[config.mk]
export PLATFORM = sky130hd
export DESIGN_NAME = ctrl_mem_read
export DESIGN_NICKNAME = d
export VERILOG_FILES = /design/src/rtl/cnn_ctrl_pkg.sv /design/src/rtl/ctrl_rd_skid_fifo.sv /design/src/rtl/ctrl_mem_read.sv
export SDC_FILE = /design/constraint.sdc
export NUM_CORES = 1
export LEC_CHECK = 0
export BUFFER_PORTS_ARGS = -buffer_cell sky130_fd_sc_hd__buf_2
export CAP_MARGIN = 30
export CORE_MARGIN = 4
export CORE_UTILIZATION = 40
export CTS_BUF_LIST = sky130_fd_sc_hd__clkbuf_8 sky130_fd_sc_hd__clkbuf_16
export DETAILED_ROUTE_END_ITERATION = 12
export MAX_ROUTING_LAYER = met4
export SLEW_MARGIN = 20
export SYNTH_ARGS = -nofsm -noshare
export SYNTH_HDL_FRONTEND = slang
export SYNTH_SLANG_ARGS = --single-unit
export TNS_END_PERCENT = 1
[constraint.sdc]
create_clock -name clk -period 3.7 [get_ports clk]
set_input_delay 0.185 -clock clk [delete_from_list [all_inputs] [get_ports clk]]
set_output_delay 0.185 -clock clk [all_outputs]
set_load 0.05 [all_outputs]
[src/rtl/cnn_ctrl_pkg.sv]
// Shared types and default sizes for the CNN control blocks.
// Holds the output-memory read FSM encoding and the default frame geometry.
// No logic lives here; everything is imported by the controller modules.
package cnn_ctrl_pkg;

  // Read-controller sequencing: wait for start, issue reads, empty the
  // prefetch path, then flag completion for one cycle.
  typedef enum logic [1:0] {
    IDLE   = 2'd0,
    STREAM = 2'd1,
    DRAIN  = 2'd2,
    DONE   = 2'd3
  } rd_state_t;

  // Output frame: N-M+1 result words for N=30 input samples and an M=9 kernel.
  localparam int OUT_DEPTH  = 22;
  localparam int MEM_ADDR_W = 5;

endpackage

[src/rtl/ctrl_rd_skid_fifo.sv]
// 2-entry prefetch buffer between the memory read port and the stream output.
// Latency: a push is visible at head the cycle after the push edge (head is a flop).
// Backpressure: none internally; the writer must never push into a full buffer.
module ctrl_rd_skid_fifo #(
  parameter int DATA_W = 16
) (
  input  logic              clk,
  input  logic              reset,
  input  logic              push,
  input  logic [DATA_W-1:0] push_data,
  input  logic              pop,
  output logic [1:0]        count,
  output logic [DATA_W-1:0] head
);

  logic [DATA_W-1:0] head_q, head_d;
  logic [DATA_W-1:0] tail_q, tail_d;
  logic [1:0]        count_q, count_d;

  // Next-state of the two slots; head always holds the oldest word.
  always_comb begin
    head_d  = head_q;
    tail_d  = tail_q;
    count_d = count_q;
    unique case ({push, pop})
      2'b10: begin
        if (count_q == 2'd0) begin
          head_d = push_data;
        end else begin
          tail_d = push_data;
        end
        count_d = count_q + 2'd1;
      end
      2'b01: begin
        // Only shift when a second word is waiting; an emptied head keeps
        // its stale value, which is harmless because valid drops.
        if (count_q == 2'd2) begin
          head_d = tail_q;
        end
        count_d = count_q - 2'd1;
      end
      2'b11: begin
        // Simultaneous push and pop: occupancy is unchanged, the new word
        // lands either directly in head or behind the promoted tail.
        if (count_q == 2'd1) begin
          head_d = push_data;
        end else begin
          head_d = tail_q;
          tail_d = push_data;
        end
      end
      default: begin
      end
    endcase
  end

  // Slot and occupancy registers.
  always_ff @(posedge clk) begin
    if (reset) begin
      head_q  <= '0;
      tail_q  <= '0;
      count_q <= 2'd0;
    end else begin
      head_q  <= head_d;
      tail_q  <= tail_d;
      count_q <= count_d;
    end
  end

  assign count = count_q;
  assign head  = head_q;

  // The issue logic upstream guarantees room for every in-flight read.
  a_no_overflow: assert property (@(posedge clk) disable iff (reset)
    !(push && !pop && (count_q == 2'd2)));

  a_no_underflow: assert property (@(posedge clk) disable iff (reset)
    !(pop && (count_q == 2'd0)));

endmodule

[src/rtl/ctrl_mem_read.sv]
// Streams DEPTH result words from the output memory to an AXI-stream slave.
// Latency: first read the cycle after start, first word two cycles after that read; 1 word/cycle sustained.
// Backpressure: m_ready low holds m_valid/m_data; reads stall once buffer+in-flight reach 2.
// Optional macro CTRL_MEM_READ_TLAST_EN adds the m_last output marking the final beat.
module ctrl_mem_read
  import cnn_ctrl_pkg::*;
#(
  parameter int DEPTH  = OUT_DEPTH,
  parameter int DATA_W = 16,
  parameter int ADDR_W = MEM_ADDR_W
) (
  input  logic              clk,
  input  logic              reset,
  input  logic              start,
  output logic              mem_rd_en,
  output logic [ADDR_W-1:0] mem_addr,
  input  logic [DATA_W-1:0] mem_rd_data,
  output logic              m_valid,
  output logic [DATA_W-1:0] m_data,
  input  logic              m_ready,
`ifdef CTRL_MEM_READ_TLAST_EN
  output logic              m_last,
`endif
  output logic              busy,
  output logic              done
);

  localparam int CNT_W = $clog2(DEPTH + 1);

  localparam logic [CNT_W-1:0] DEPTH_C     = CNT_W'(DEPTH);
  localparam logic [CNT_W-1:0] LAST_BEAT_C = CNT_W'(DEPTH - 1);

  rd_state_t         state_q, state_d;
  logic [CNT_W-1:0]  issued_q, issued_d;
  logic [CNT_W-1:0]  beat_q, beat_d;
  logic [ADDR_W-1:0] addr_q, addr_d;
  logic              inflight_q, inflight_d;

  logic [1:0]        buf_count;
  logic [DATA_W-1:0] buf_head;
  logic              pop;
  logic              rd_en;
  logic              last_beat;
  logic [2:0]        occupancy;

  // Words already buffered plus the read still returning, minus the word
  // leaving this cycle: this is what the buffer will hold once the current
  // in-flight word lands, so a new read is safe while it stays below 2.
  assign pop       = m_valid & m_ready;
  assign occupancy = {1'b0, buf_count} + {2'b00, inflight_q} - {2'b00, pop};
  assign last_beat = (beat_q == LAST_BEAT_C);

  // Read strobe; the m_ready -> mem_rd_en path is deliberately combinational
  // so a draining buffer can refill in the same cycle.
  always_comb begin
    rd_en = (state_q == STREAM) && (issued_q < DEPTH_C) && (occupancy < 3'd2);
  end

  // Sequencing, issue address and beat bookkeeping.
  always_comb begin
    state_d    = state_q;
    issued_d   = issued_q;
    beat_d     = beat_q;
    addr_d     = addr_q;
    inflight_d = rd_en;

    if (rd_en) begin
      issued_d = issued_q + 1'b1;
      addr_d   = addr_q + 1'b1;
    end

    if (pop) begin
      beat_d = beat_q + 1'b1;
    end

    unique case (state_q)
      IDLE: begin
        if (start) begin
          state_d  = STREAM;
          issued_d = '0;
          beat_d   = '0;
          addr_d   = '0;
        end
      end
      STREAM: begin
        if (issued_q == DEPTH_C) begin
          state_d = DRAIN;
        end
      end
      DRAIN: begin
        if (pop && last_beat) begin
          state_d = DONE;
        end
      end
      DONE: begin
        state_d  = IDLE;
        addr_d   = '0;
        issued_d = '0;
        beat_d   = '0;
      end
      default: begin
        state_d = IDLE;
      end
    endcase
  end

  // Controller registers; a reset mid-frame abandons the frame without done.
  always_ff @(posedge clk) begin
    if (reset) begin
      state_q    <= IDLE;
      issued_q   <= '0;
      beat_q     <= '0;
      addr_q     <= '0;
      inflight_q <= 1'b0;
    end else begin
      state_q    <= state_d;
      issued_q   <= issued_d;
      beat_q     <= beat_d;
      addr_q     <= addr_d;
      inflight_q <= inflight_d;
    end
  end

  // Prefetch buffer: captures the memory word the cycle after each read.
  ctrl_rd_skid_fifo #(
    .DATA_W(DATA_W)
  ) u_skid (
    .clk      (clk),
    .reset    (reset),
    .push     (inflight_q),
    .push_data(mem_rd_data),
    .pop      (pop),
    .count    (buf_count),
    .head     (buf_head)
  );

  assign mem_rd_en = rd_en;
  assign mem_addr  = addr_q;
  assign m_valid   = (buf_count != 2'd0);
  assign m_data    = buf_head;
  assign busy      = (state_q != IDLE);
  assign done      = (state_q == DONE);

`ifdef CTRL_MEM_READ_TLAST_EN
  // Beat counter tracks the head index, so last is stable under backpressure.
  assign m_last = m_valid & last_beat;
`endif

endmodule

==> results of run 1 <==
routing by layer:
metal / up-vias / part of all wire [%] / GRT usage, % / wire (um)
met2: 25 / 44 / 19.07 / 1964
met4: 0 / 1.1 / 3.453 / 51
li1: 940 / - / - / -
met1: 809 / 51 / 17.73 / 2242
met5: - / 0 / - / 0
met3: 6 / 4.0 / 3.592 / 177
worst min-delay path, delay by kind of cell:
family	cells	cell delay, ns
muxes	1	0.06
buffers and inverters	1	0.09
and+or+nand+nor	1	0.07
report_power, final:
part	internal (mW)	leakage, nW	switching [mW]
clock	0.205	0.0600	0.193
sequential	0.678	0.421	0.0817
combinational	0.352	0.719	0.784
total	1.24	1.20	1.06
placed cells by master, fill, tap and decap left out, drive strengths merged, types with 2 or more instances in the layout:
cell     netlist  layout
nand3b         2       2
dfxtp         52      52
nand4          3       3
mux2i         33      33
a21oi          5       5
clkbuf         6       5
nor2          51      51
buf            6      48
nand2          8       8
a211oi        19      19
nor2b          2       2
nand2b         3       3
xnor2          8       8
xor2           3       3
a21bo          2       2
nand3          5       5
a2111oi        3       3
inv           12      13
a21o           2       2
ha            12      12
per-stage QoR:
step,instances,util (%),power (mW),worst slack [ns]
floorplan,248,-,1.698,0.8781
global placement,355,47.15,1.914,0.8135
detailed placement,356,47.42,1.924,0.7150
CTS,364,49.46,2.330,0.3799
global route,364,49.46,2.469,0.1887
finish,364,49.46,2.294,0.4324
cell families (layout without fill, tap and decap cells):
kind of cell             Yosys count  in the layout
multiplexers                      33             33
AND/OR/NAND/NOR                   79             79
XOR/XNOR                          11             11
AO/OA/AOI/OAI                     36             36
flip-flops                        52             52
adder cells (fa/ha/maj)           13             13
buffers and inverters             24             68
synthesized netlist by cell type, drive strengths merged:
master and n:
o41ai 1, mux2i 33, nor3 1, nand2 8
xnor2 8, xor2 3, buf 6, a41oi 1
nand3 5, nor2b 2, clkbuf 6, nor2 51
ha 12, a31oi 1, nand2b 3, a21bo 2
and3 1, a21o 2, nand4 3, o31ai 1
nand3b 2, a21oi 5, and2 1, inv 12
o21a 1, dfxtp 52, nand4b 1, a211oi 19
a2111oi 3, or3 1, fa 1
worst max-delay path by stage:
stage	startpoint	endpoint	slack [ns]
6_report	u_skid.count[1]	mem_rd_en	0.43
5_1_grt	u_skid.count[1]	mem_rd_en	0.19
4_1_cts	u_skid.count[1]	mem_rd_en	0.38
3_5_place_dp	u_skid.count[1]	mem_addr[2]	0.71
3_3_place_gp	u_skid.count[1]	issued_q[0]	0.81
2_1_floorplan	u_skid.count[1]	mem_addr[1]	0.88
final cells by class:
class / count / area [um2] / area share, %
clock buffer: 5 / 68.82 / 2.466
sequential: 52 / 1041 / 37.31
tap: 72 / 90.09 / 3.229
multi-input combinational: 172 / 1241 / 44.48
timing repair buffer: 48 / 257.7 / 9.238
clock inverter: 3 / 46.29 / 1.659
inverter: 12 / 45.04 / 1.614
flip-flops by register name, summed over array words and instances (netlist names):
register       cells
state_q            2
u_skid.count       2
mem_addr           5
beat_q             5
inflight_q         1
u_skid.tail_q     16
u_skid.head       16
issued_q           5
==> reports/metrics.yaml, run 1 <==
postSynthCellCount: 248
hold_buffers: 0
yosysTopAreaCell: "dfxtp_1"
ys_types: 38
num_vias: 1780
maxSlewHeadroom_pct: 52.64
dp_hpwl_um: 3175
r2r-end: "issued_q[2]"
drt-total-wl_um: 4435
drv_cap: 0
syn_area_um2: 2395
cp-start-kind: "register"
final-max-slew-violation-count: 0
place_congestion: 0.7371
antenna_left: 0
fin_setup_tns_ns: 0
synth.area.mux_share_pct: 13.79
yosys.area_share.simple_pct: 14.68
max_stage_delay_ns: 0.45
worstPathCellList: "inv_1 -> ha_1 -> nor2b_1 -> buf_4 -> xnor2_1 -> and2_1 -> inv_1 -> fa_1 -> xor2_1 -> a211oi_2 -> buf_2"
fillers: 567
cts_tree: "built"
skew_ns: 0.009117
crit_path_end_kind: "output pin"
cts-root-buf: "clkbuf_8"
criticalPathCategory: "register to output pin"
fp.dieH_um: 85.38
hold_viol_final: 0
grt_pass1_wl_um: 7603
arrival_ns: 3.08
setup_viol: 0
wire_per_inst_um: 12.18
synth_top_area_share_pct: 43.47
hp-start: "mem_rd_data[5]"
nNetsFinal: 324
required_ns: 3.51
drive_above_1_share_pct: 20.89
cts_resized: 0
fmax_ghz: 0.3060
synthXorXnorAreaFrac_pct: 4.023
reg2reg_from: "u_skid.count[1]"
hold_slack_ns: 0.1255
grtUsageTotal_pct: 13.06
min_to: "u_skid.tail_q[5]"
coreArea_um2: 5642
cts_sinks: 52
clock_latency_ns: 0.30
whs_path_depth: 3
ys_seq_area_share_pct: 43.47
boundaryPins: 45
drt-initial-drc-count: 73
grt_pass1_vias: 1655
cts_made_buffers: 5
post-route-drc-count: 0
ys_warn_count: 0
viasPerCell: 4.890
slowest_stage: "dfxtp_1"
synth_top_family_by_area: "simple AND/OR/NAND/NOR gates"
initial_core_util_pct: 42.45
rows: 27
area_growth_pct: 16.51
critical_path_depth: 11
leakagePower_nw: 1.200
synth_compound_area_share_pct: 12.07
cp_common_cell: "inv_1"
place_area_um2: 2675
period_needed_ns: 3.268
worstRegToRegCells: 13
post-cts-setup-buffer-count: 0
tightest_slew_ns: 0.7104
grt_max_degree: 40
path_clk_slew_ns: 0.10
yosys.area_share.adder_pct: 7.106
ir_drop_mv: 0.3171
antenna_found_initial: 0
synth.avg_cell_area_um2: 9.656
ctsLongestPathBuffers: 2
critPathMaxFanout: 7
synth.area.top_cells: "dfxtp_1 43%, mux2i_1 14%, nor2_1 8.0%"
period_share_pct: 88.31
die_area_um2: 7289
syn-num-nets: 281
io_buffers: 44
die_w_um: 85.38
holdCritPathClass: "input port to register"
drt-pass1-iter-count: 4
grt_setup_unrepaired: "false"
power.density_nw_per_um2: 822.3
design_area_um2: 2790
n_antenna_cell: 0
globalRouteOverflowTotal: 0
synth-seq-cells: 52
status: "finished clean"
critical_path.top_delay_family: "buffers and inverters"
htreeDepth: 2
reg2reg_slack_ns: 0.73
critical_path_buf_inv_count: 4
(Power assumes the default switching activity.)
==> run 2, diff against run 1 <==
Settings changed: ABC_AREA from default to 1, CORE_UTILIZATION 40 to 46, PLACE_DENSITY from default to 0.67.
==> reports/metrics.yaml, run 2 <==
dp_hpwl_um: 3411
critPathMaxFanout: 14
coreArea_um2: 5507
yosysTopAreaCell: "dfxtp_1"
synth.area.top_cells: "dfxtp_1 40%, nand2_1 9.0%, inv_1 8.9%"
period_needed_ns: 3.243
tightest_slew_ns: 0.8076
ctsLongestPathBuffers: 2
cp-start-kind: "register"
cts_tree: "built"
ys_warn_count: 0
drv_cap: 0
num_vias: 2159
grt_pass1_wl_um: 8735
syn_area_um2: 2614
final-max-slew-violation-count: 0
synth.avg_cell_area_um2: 7.447
power.density_nw_per_um2: 706.1
cts_made_buffers: 5
cts_resized: 0
die_area_um2: 6952
hold_viol_final: 0
highest_layer: "met4"
drt-total-wl_um: 4901
fp.dieH_um: 83.38
slowest_stage: "fa_1"
required_ns: 3.51
drt-pass1-iter-count: 4
grt_max_degree: 37
ys_async_sr_fraction_pct: 0
status: "finished clean"
final_cell_mix: "63 x nand2_1, 62 x inv_1, 52 x dfxtp_1, 44 x buf_2, 31 x o21ai_0"
place_congestion: 0.8404
globalRouteOverflowTotal: 0
routedLengthMet1_um: 2474
synth_top_area_share_pct: 39.83
htreeDepth: 2
grt_pass1_vias: 1988
cts_sinks: 52
rows: 27
initial_core_util_pct: 47.47
io_buffers: 44
n_antenna_cell: 0
setup_viol: 0
wl_met3_um: 173
fillers: 554
syn-num-nets: 384
ys_top_cells_by_count: "63 x nand2_1, 62 x inv_1, 52 x dfxtp_1"
grt_setup_unrepaired: "false"
synth_most_common_cell: "nand2_1"
leakagePower_nw: 1.456
period_share_pct: 87.66
nNetsFinal: 423
ys.flop_type: "dfxtp_1"
ys_types: 25
drt-initial-drc-count: 106
arrival_ns: 3.06
cp_common_cell: "nor2_1"
synth_edf_count: 0
antenna_left: 0
holdCritPathClass: "input port to register"
worstPathCellList: "inv_1 -> ha_1 -> inv_2 -> nand2_4 -> nor2_1 -> nor2_1 -> nor2_1 -> inv_1 -> fa_1 -> nand3_1 -> nor2_4 -> buf_2"
area_growth_pct: 11.92
hold_buffers: 0
skew_ns: 0.006942
wl_met2_um: 2199
boundaryPins: 45
clock_latency_ns: 0.30
p_total_mw: 2.066
antenna_found_initial: 0
wire_per_inst_um: 10.59
drive_above_1_share_pct: 19.95
criticalPathCategory: "register to output pin"
max_stage_delay_ns: 0.50
layout_commonest_cell: "nand2_1"
post-cts-setup-buffer-count: 0
crit_path_end_kind: "output pin"
ir_drop_mv: 0.3990
path_clk_slew_ns: 0.10
postSynthCellCount: 351
die_w_um: 83.38
post-route-drc-count: 0
viasPerCell: 4.663
grtUsageTotal_pct: 15.20
cts-root-buf: "clkbuf_8"
fin_setup_tns_ns: 0
fmax_ghz: 0.3083
synth-seq-cells: 52
ys_seq_area_share_pct: 39.83
maxSlewHeadroom_pct: 46.10
-- run 2: cell count changes after synthesis, moves of 4 or more --
cell / change
a21oi_2: +16
nor2_1: -26
o21ai_0: +31
o21ai_1: +23
clkbuf_1: -4
a211oi_1: -16
buf_6: +5
a21oi_1: +22
xnor2_1: -8
nand2_1: +56
mux2i_1: -33
inv_1: +51
-- run 2: cells by family (layout without fill, tap and decap cells) --
kind of cell	Yosys count	after routing	share of synthesized area, %
xor gates and xnor gates	3	3	1.005
adders and majority gates	13	13	6.510
AOI/OAI and AO/OA	102	102	23.12
and+or+nand+nor	103	103	16.28
DFF	52	52	39.83
buffers and inverters	78	118	13.26
-- run 2: where the power goes --
group / internal [mW] / switching, mW / total (mW)
sequential: 0.676 / 0.0785 / 0.754
combinational: 0.256 / 0.709 / 0.965
clock: 0.153 / 0.193 / 0.346
total: 1.08 / 0.981 / 2.07
-- run 2: final cells by class --
class,count,area [um2],share of cell area (%)
multi-input cells,221,1226,41.92
flip-flops and latches,52,1041,35.59
inverters,65,244.0,8.340
repair buffers,45,227.7,7.784
well taps,72,90.09,3.080
clock buffers,6,82.58,2.823
clock inverters,2,13.76,0.4705
-- run 2: path summary, 6_finish.rpt --
path / from / to / slack, ns / depth (start not counted)
min reg2reg: u_skid.tail_q[6] / u_skid.head[6] / 0.47 / 2
max reg2reg: u_skid.count[1] / mem_addr[1] / 0.94 / 14
min: reset / inflight_q / 0.06 / 2
max: u_skid.count[1] / mem_rd_en / 0.46 / 12
-- run 2: critical path, delay by kind of cell (launching register included) --
| family | cells | cell delay (ns) |
|---|---|---|
| simple gates | 6 | 0.94 |
| buf+inv | 4 | 0.64 |
| fa+ha+maj | 2 | 0.76 |
| flops | 1 | 0.42 |
-- run 2: metrics by stage --
step                      util [%]  instances  hold slack (ns)  worst slack [ns]  area, um2
after floorplan                  -        351           0.2574            0.9704       2614
after CTS                    53.12        463          0.05379            0.4674       2925
after global placement       51.37        455           0.3906            0.9157       2829
final                        53.12        463          0.05673            0.4567       2925
after global routing         53.12        463          0.05856            0.2423       2925
after detailed placement     51.37        455           0.3847            0.8229       2829
-- run 2: metal layers --
layer | track usage (%) | up-vias
met5 | - | -
met4 | 3.566 | 0
met3 | 3.671 | 4
met2 | 24.42 | 27
met1 | 19.34 | 941
li1 | - | 1187
==> run 3, diff against run 2 <==
Settings changed: SYNTH_HIERARCHICAL from default to 1.
==> reports/metrics.yaml, run 3 <==
skew_ns: 0.008706
seq_area_um2: 1041
post-cts-setup-buffer-count: 0
io_buffers: 44
grt_pass1_vias: 2243
ys_warn_count: 6
grt_setup_unrepaired: "false"
antenna_found_initial: 0
n_antenna_cell: 0
fillers: 596
reg2reg_slack_ns: 1.30
grt_max_degree: 33
ctsLongestPathBuffers: 2
ys_seq_area_share_pct: 36.32
worstRegToRegCells: 13
r2r-end: "issued_q[1]"
die_w_um: 86.94
place_congestion: 0.8207
hold_viol_final: 0
viasPerCell: 4.691
yosysTopAreaCell: "dfxtp_1"
post-route-drc-count: 0
endpoint: "mem_rd_en"
setup_viol: 0
drt-initial-drc-count: 116
syn-num-nets: 458
syn_area_um2: 2866
drt-pass1-iter-count: 4
drive_above_1_share_pct: 17.65
synth-seq-cells: 52
critPathLaunch: "u_skid/count[1]"
cts_tree: "built"
arrival_ns: 2.72
boundaryPins: 45
ys_top_cells_by_count: "111 x nand2_1, 59 x nor2_1, 52 x dfxtp_1, 52 x inv_1, 47 x nand3_1"
grtUsageTotal_pct: 16.40
ir_drop_mv: 0.5831
path_clk_slew_ns: 0.10
synth_most_common_cell: "nand2_1"
design_area_um2: 3213
cp-start-kind: "register"
ys_async_sr_fraction_pct: 0
critPathMaxFanout: 11
rows: 28
grt_pass1_wl_um: 9867
dp_hpwl_um: 4205
synth.area.top_cells: "dfxtp_1 36%, nand2_1 15%, nand3_1 8.2%"
power.density_nw_per_um2: 798.5
layout_commonest_cell: "nand2_1"
status: "finished clean"
hold_buffers: 0
synth_edf_count: 0
ys_types: 28
area_growth_pct: 12.09
htreeDepth: 2
antenna_left: 0
fp.dieH_um: 86.94
postSynthCellCount: 419
leakagePower_nw: 1.532
fin_setup_tns_ns: 0
drv_cap: 0
synth_top_area_share_pct: 36.32
wire_per_inst_um: 10.70
place_area_um2: 3102
crit_path_end_kind: "output pin"
clock_latency_ns: 0.30
coreArea_um2: 5991
final-max-slew-violation-count: 0
multiInputGateArea_um2: 1518
fmax_ghz: 0.3444
die_area_um2: 7559
required_ns: 3.51
num_vias: 2505
drt-total-wl_um: 5713
ys.flop_type: "dfxtp_1"
initial_core_util_pct: 47.85
final_cell_mix: "111 x nand2_1, 59 x nor2_1, 52 x inv_1, 52 x dfxtp_1, 47 x nand3_1"
period_needed_ns: 2.904
whs_path_depth: 3
criticalPathCategory: "register to output pin"
period_share_pct: 78.48
hp-start: "mem_rd_data[15]"
hold_slack_ns: 0.1555
globalRouteOverflowTotal: 0
cts_made_buffers: 5
synth.avg_cell_area_um2: 6.841
holdCritPathClass: "input port to register"
maxSlewHeadroom_pct: 67.98
tightest_slew_ns: 0.4797
nNetsFinal: 497
cts_sinks: 52
cts-root-buf: "clkbuf_8"
reg2reg_from: "u_skid/count[1]"
cts_resized: 0
-- run 3: changes by cell type in the layout (fill, tap and decap cells not counted), sizes merged, moves of 6 or more --
cell / previous run / this run
nor2: 27 / 64
o21ai: 55 / 11
inv: 66 / 59
nand3: 7 / 47
a21oi: 45 / 23
ha: 12 / 18
nand2: 64 / 121
-- run 3: how the worst min path moves through the flow --
stage,end,slack [ns]
final,u_skid/tail_q[15],0.16
after global routing,u_skid/tail_q[6],0.14
after CTS,u_skid/tail_q[15],0.14
after detailed placement,u_skid/tail_q[14],0.45
after global placement,u_skid/tail_q[6],0.45
after floorplan,inflight_q,0.26
-- run 3: per-layer routing --
| layer | up-vias | global-route usage [%] | wire, um |
|---|---|---|---|
| met3 | 9 | 3.122 | 307 |
| met1 | 1076 | 20.62 | 2737 |
| met5 | - | - | 0 |
| met4 | 0 | 5.666 | 76 |
| met2 | 50 | 26.29 | 2592 |
| li1 | 1370 | - | - |
-- run 3: stage by stage --
step / utilization (%) / cells / total power [mW] / setup WS (ns)
final: 53.63 / 534 / 2.566 / 0.7964
after global routing: 53.63 / 534 / 2.792 / 0.5506
after CTS: 53.63 / 534 / 2.595 / 0.7726
after floorplan: - / 419 / 1.963 / 1.498
after global placement: 51.78 / 526 / 2.186 / 1.192
after detailed placement: 51.78 / 526 / 2.201 / 1.121
-- run 3: logic make-up after synthesis --
logic type / Yosys count / share of synthesized area [%]
AND/OR/NAND/NOR: 235 / 35.27
buffers and inverters: 72 / 10.74
AO/OA/AOI/OAI: 39 / 8.512
adder cells (fa/ha/maj): 19 / 8.555
XOR/XNOR: 2 / 0.6112
flip-flops: 52 / 36.32
-- run 3: report_power, final --
part	total (mW)	internal (mW)	switching, mW
clock network	0.385	0.200	0.185
logic	1.37	0.374	0.997
registers	0.809	0.715	0.0941
-- run 3: layout make-up --
| type | instances | area share [%] |
|---|---|---|
| inverters | 59 | 6.893 |
| clock buffers | 5 | 2.142 |
| flip-flops and latches | 52 | 32.40 |
| well taps | 75 | 2.921 |
| clock inverters | 3 | 1.324 |
| repair buffers | 45 | 7.087 |
| multi-input cells | 295 | 47.24 |
-- run 3: worst max-delay path: stages (launching register included) --
cell,delay [ns]
dfxtp_1,0.49
nor2_1,0.13
nor2_4,0.22
nand2_1,0.09
o21ai_0,0.08
nand2_1,0.08
fa_1,0.48
nand2_1,0.09
nor2_4,0.13
nand2_2,0.19
inv_2,0.16
buf_2,0.28
